### config.mk
export PLATFORM = sky130hd
export DESIGN_NAME = fifo_ctrl
export DESIGN_NICKNAME = d
export VERILOG_FILES = /design/src/rtl/fifo_ctrl_pkg.sv /design/src/rtl/fifo_ctrl.sv
export SDC_FILE = /design/constraint.sdc
export NUM_CORES = 1
export LEC_CHECK = 0
export ABC_AREA = 1
export BUFFER_PORTS_ARGS = -buffer_cell sky130_fd_sc_hd__buf_4
export CORE_MARGIN = 5
export CORE_UTILIZATION = 34
export CTS_CLUSTER_SIZE = 20
export DETAILED_ROUTE_END_ITERATION = 8
export MAX_ROUTING_LAYER = met4
export PLACE_DENSITY = 0.64
export RECOVER_POWER = 25
export REMOVE_ABC_BUFFERS = 1
export SLEW_MARGIN = 20
export SYNTH_ARGS = -nofsm -noshare
export SYNTH_HDL_FRONTEND = slang
export SYNTH_SLANG_ARGS = --single-unit
### constraint.sdc
create_clock -name clk -period 2.1 [get_ports clk]
set_input_delay 0.105 -clock clk [delete_from_list [all_inputs] [get_ports clk]]
set_output_delay 0.105 -clock clk [all_outputs]
set_load 0.05 [all_outputs]
### src/rtl/fifo_ctrl_pkg.sv
// Shared constants for the FIFO controller that sits beside the 8x10 dual-port RAM.
package fifo_ctrl_pkg;

   localparam int DEPTH      = 8;
   localparam int AW         = 3;
   localparam int AF_DEFAULT = 6;
   localparam int AE_DEFAULT = 1;

endpackage : fifo_ctrl_pkg

### src/rtl/fifo_ctrl.sv
// FIFO pointer/occupancy controller: drives the RAM enables and addresses directly
// and reports occupancy, status flags and sticky overflow/underflow errors.
module fifo_ctrl
   import fifo_ctrl_pkg::*;
#(
   parameter int DEPTH = fifo_ctrl_pkg::DEPTH,
   parameter int AW    = fifo_ctrl_pkg::AW
) (
   input  logic          clk,
   input  logic          reset,
   input  logic          push,
   input  logic          pop,
   input  logic          cfg_load,
   input  logic [AW:0]   af_thresh_in,
   input  logic [AW:0]   ae_thresh_in,
   output logic          we_a,
   output logic [AW-1:0] addr_wa,
   output logic          re_a,
   output logic [AW-1:0] addr_ra,
   output logic          rd_valid,
   output logic [AW:0]   count,
   output logic          full,
   output logic          empty,
   output logic          almost_full,
   output logic          almost_empty,
   output logic          overflow_err,
   output logic          underflow_err
);

   localparam logic [AW:0] DEPTH_C = (AW+1)'(DEPTH);
   localparam logic [AW:0] AF_INIT = (AW+1)'(AF_DEFAULT);
   localparam logic [AW:0] AE_INIT = (AW+1)'(AE_DEFAULT);

   logic [AW-1:0] wr_ptr;
   logic [AW-1:0] rd_ptr;
   logic [AW:0]   count_q;
   logic [AW:0]   af_reg;
   logic [AW:0]   ae_reg;

   assign full         = (count_q == DEPTH_C);
   assign empty        = (count_q == '0);
   assign almost_full  = (count_q >= af_reg);
   assign almost_empty = (count_q <= ae_reg);

   // Enables are masked by reset so the RAM sees no access while state is being cleared.
   assign we_a    = !reset && push && !full;
   assign re_a    = !reset && pop  && !empty;
   assign addr_wa = wr_ptr;
   assign addr_ra = rd_ptr;
   assign count   = count_q;

   always_ff @(posedge clk) begin
      // NOTE: non-blocking assignments here so every register samples pre-edge values.
      if (reset) begin
         wr_ptr        <= '0;
         rd_ptr        <= '0;
         count_q       <= '0;
         rd_valid      <= 1'b0;
         overflow_err  <= 1'b0;
         underflow_err <= 1'b0;
         af_reg        <= AF_INIT;
         ae_reg        <= AE_INIT;
      end else begin
         // Pointers are exactly AW bits wide, so DEPTH-1 -> 0 wrap is free.
         if (we_a) wr_ptr <= wr_ptr + 1'b1;
         if (re_a) rd_ptr <= rd_ptr + 1'b1;

         unique case ({we_a, re_a})
            2'b10:   count_q <= count_q + 1'b1;
            2'b01:   count_q <= count_q - 1'b1;
            default: count_q <= count_q;
         endcase

         rd_valid <= re_a;

         if (push && full) overflow_err  <= 1'b1;
         if (pop && empty) underflow_err <= 1'b1;

         // Thresholds only change while nothing is stored, so flags never glitch mid-stream.
         if (cfg_load && empty) begin
            af_reg <= af_thresh_in;
            ae_reg <= ae_thresh_in;
         end
      end
   end

endmodule : fifo_ctrl

-- Word-level counts from Yosys, hierarchy flattened
Index checks and enable logic that the tools add are counted.
- bits in registers: 21
- bits of input ports: 13
- output and inout bits: 19
- $add $sub $neg: 4
- magnitude comparators: 2
- eq/ne operators: 3
- mux-type cells: 1
- reductions and logical operators: 12
- operators by type and width (operator ; number):
    case mux 4 bit (2 select lines) ; 1
    logical AND 1 bit ; 7
    adder 3 x 1 -> 3 bit (second input constant) ; 2
    adder 4 x 1 -> 4 bit (second input constant) ; 1
    == test 4 bit (second input constant) ; 1
    greater-or-equal comparator 4 bit ; 1
    <= comparator 4 bit ; 1
    logical NOT 4 bit ; 1
    subtractor 4 x 1 -> 4 bit (second input constant) ; 1
    logical NOT 1 bit ; 3
    == test 2 x 1 -> 1 bit (second input constant) ; 1
    == test 2 bit (second input constant) ; 1
    nonzero test 2 bit ; 1

-- Longest topological paths before layout
- word-level depth: 5
- mapped depth: 15

-- Worst setup path after synthesis
No wires, ideal clock.
- path kind: register to register
- start point: register count_q[2], in the netlist count[2]
- end point: register count_q[2], in the netlist count[2]
- library setup time: 115 ps
- arrival: 2962 ps
- data required time: 1985 ps
- slack: -977 ps
- cell stages (with the launch flop): 14
- clock period less this slack: 3077 ps
- path through: dfxtp_1 -> inv_1 -> nand3_4 -> nand2_4 -> nor2_1 -> ha_1 -> nand2_1 -> inv_1 -> nor2_1 -> ha_1 -> a21oi_1 -> xnor2_1 -> o21ai_0 -> inv_1
- word-level cells in the longest chain between the ends: 5
- RTL lines (item ; line ; source):
    start, declared ; fifo_ctrl.sv:36 ; logic [AW:0] count_q;
    start signal, assigned ; fifo_ctrl.sv:69 ; 2'b10: count_q <= count_q + 1'b1;
    start signal, assigned ; fifo_ctrl.sv:70 ; 2'b01: count_q <= count_q - 1'b1;
    start signal, assigned ; fifo_ctrl.sv:71 ; default: count_q <= count_q;
    logical NOT 4 bit (*) ; fifo_ctrl.sv:41 ; assign empty = (count_q == '0);
    logical NOT 1 bit (*) ; fifo_ctrl.sv:47 ; assign re_a = !reset && pop && !empty;
    logical AND 1 bit (*) ; fifo_ctrl.sv:47 ;
    named net re_a ; fifo_ctrl.sv:18 ; output logic re_a,
    == test 2 x 1 -> 1 bit or == test 2 bit (tied branches) ; fifo_ctrl.sv:68 ; unique case ({we_a, re_a})
    case mux 4 bit (2 select lines) or nonzero test 2 bit (tied branches) ; n/a ;
Mark *: on every way through the listed nets, which the timed path passes. The rest lies on a longest branch.
A chain may end at the register's enable or synchronous reset.

-- Worst setup path after layout
- start point: register count_q[2], in the netlist count[2]
- end point: register count_q[2], in the netlist count[2]
- word-level cells in the longest chain between the ends: 5
- RTL lines (item ; line):
    == test 4 bit or logical NOT 4 bit (tied branches) ; fifo_ctrl.sv:40, fifo_ctrl.sv:41
    logical NOT 1 bit (on tied branches) ; fifo_ctrl.sv:46, fifo_ctrl.sv:47
    logical AND 1 bit (on tied branches) ; fifo_ctrl.sv:46, fifo_ctrl.sv:47
    == test 2 x 1 -> 1 bit or == test 2 bit (tied branches) ; fifo_ctrl.sv:68
    case mux 4 bit (2 select lines) or nonzero test 2 bit (tied branches) ; n/a
Several ways; a longest one is shown, not always the timed one.

==> qor.yml <==
outcome:
  outcome: "finished, final reports clean"
sta:
  slew_headroom: 0.602
  finalMaxSlewViolations: 0
  finClkSkew_ps: 5.81
  worst_pin_slew_ps: 600
  setup_viol_count_final: 0
  hold_violations: 0
  layout_min_cycle_time_ps: 1880
  fin_crit_sh: 0.895
  timing.fmax_ghz: 0.532
setup_path:
  ff2ff_setup_slack_ps: 220
  cp_max_fo: 6
  endpoint_kind: "flop"
  reg2regPathDepth: 13
  required_ps: 2310
  startpoint: "count[2]"
  r2r_start: "count[2]"
  critical_path_class: "reg2reg"
  start_kind: "flop"
  timing.rr.end: "count[2]"
  crit_arrival_ps: 2090
yosys:
  synth_seq_cells: 21
  muxShareOfSynthArea: 0
  syn_area_um2: 1170
  yosys.area_share.simple: 0.209
  synth.area.top_cells: "dfxtp_1 36%, ha_1 14%, inv_1 8.7%"
  syn_inst: 147
  synth_xor_area_frac: 0.0299
  yosysSeqAreaShare: 0.359
  synth_warnings: 0
  synth.distinct_cells: 28
  synth_fa_ha_area_frac: 0.139
  synth-compound-area-share: 0.150
  synth_top_family_by_area: "simple AND/OR/NAND/NOR gates"
  synth.avg_cell_area_um2: 7.97
  yosys.area.top_type_share: 0.359
  yosysTopAreaCell: "dfxtp_1"
route:
  vias: 1017
  drt_wl_total_um: 2210
  drtAntennaViolNets: 0
  wl_per_cell_um: 9.50
  initialDrtViolationCount: 36
  route.detailed.drc: 0
  first_pass_iters: 4
  via_per_inst: 4.36
cells_and_area:
  antenna_cells: 0
  nFillCells: 365
  final_core_util: 0.456
  layout-drive-gt1-share: 0.278
  nets: 214
  mostFrequentLayoutCell: "buf_4"
  syn2layout_area_growth_pct: 30.0
  fin_area_um2: 1520
  final_cell_mix: "32 x buf_4, 27 x inv_1, 19 x dfxtp_1"
die:
  start_util: 0.351
  die_width_um: 68.7
  die_y_um: 68.7
  rows: 21
  die_area_um2: 4720
  io_pins: 32
  coreArea_um2: 3340
grt:
  grt_pass1_wl_um: 3690
  antenna_found_initial: 0
  grt_pass1_vias: 881
  gr-total-overflow: 0
  grt_max_degree: 17
  grt_usage: 0.106
job:
  cap_violations: 0
pwr:
  ir_drop_uv: 661
  powerDensity_nw_per_um2: 1070
  leakage_nw: 0.756
  power_mw: 1.63
placed_design:
  gp_congestion: 0.761
  placed_area_um2: 1480
  port_buffers: 31
  dpl.hpwl_um: 1770
clocking:
  cts-root-buf: "clkbuf_4"
  cts_num_sinks: 21
  cts_buffer_depth: 2
  clkTransAtPathRegs_ps: 120
  clock_latency_ps: 300
  tritoncts: "yes"
  htreeDepth: 1
  cts_buffers: 3
worst_hold_path:
  hold_path.class: "in2reg"
  hold_depth: 3
  whs_endpoint: "af_reg[1]"
  min-delay-start: "af_thresh_in[1]"
==> kinds of logic after synthesis <==
| kind of cell | Yosys count |
|---|---|
| and+or+nand+nor | 45 |
| adders and majority gates | 13 |
| AOI/OAI and AO/OA | 33 |
| xor gates and xnor gates | 4 |
| DFF | 21 |
| buffers and inverters | 31 |
==> how the worst max path moves through the flow <==
stage / end / slack (ps) / cells past startpoint
final: count[2] / 220 / 13
after CTS: count[2] / 90 / 14
after floorplan: count[2] / -980 / 13
after global routing: count[2] / -5 / 13
after detailed placement: count[2] / 110 / 14
after global placement: count[2] / 150 / 14
==> stage by stage <==
step	setup slack [ps]	instances	TNS, ps	hold slack, ps
global route	-4.94	233	-4.94	23.2
CTS	88.9	232	0	11.3
global placement	150	227	0	319
detailed placement	112	227	0	323
floorplan	-978	145	-3420	167
finish	220	233	0	15.0
==> worst max-delay path: stages, from the launching register on <==
cell and delay [ps]:
dfxtp_1 340, inv_1 100, nand3_4 160, nand2_4 90
nor2_1 150, ha_2 240, nand2_1 60, inv_1 70
nor2_2 40, ha_1 170, a21oi_1 140, xnor2_1 90
o21ai_1 110, inv_1 40
==> synthesized netlist by cell type <==
cell and count:
xor2_1 2, dfxtp_1 21, a21oi_1 16, nor3b_1 1
nand2_4 1, xnor2_1 2, nand4_1 1, nor2_4 1
inv_1 27, o21ai_2 1, nor3b_2 1, nand3_4 1
o21ai_1 4, clkdlybuf4s18_2 1, a21oi_2 1, o21ai_0 10
o211ai_1 1, nand2_2 1, inv_4 1, nand3_1 7
buf_6 1, inv_2 1, ha_1 13, nor2_2 1
nor2_1 11, nor2_8 1, nor3_1 2, nand2_1 16
==> layout make-up <==
class                      count  area [µm²]  share of cell area
clock buffer                   4        26.3              0.0173
inverter                      29         111              0.0731
multi-input combinational     95         636               0.417
sequential                    21         423               0.278
timing repair buffer          38         269               0.177
tap                           46        57.6              0.0378
==> layer usage <==
layer	track usage	wire length, µm	vias up
met2	0.170	941	28
li1	-	-	555
met5	-	0	-
met3	0.0421	200	2
met1	0.129	1060	432
met4	0.0146	10	0
==> report_power, final <==
part / internal, mW / switching (mW)
Sequential: 0.473 / 0.0413
Combinational: 0.309 / 0.613
Clock: 0.0739 / 0.119
Total: 0.856 / 0.773
==> what timing repair did <==
item	in CTS	in global routing
buffers inserted	0	1
hold buffers	1	0
endpoints found under the hold margin	1	0
endpoints found under the setup margin	0	2
resized for setup	0	8
(Power assumes the default switching activity.)
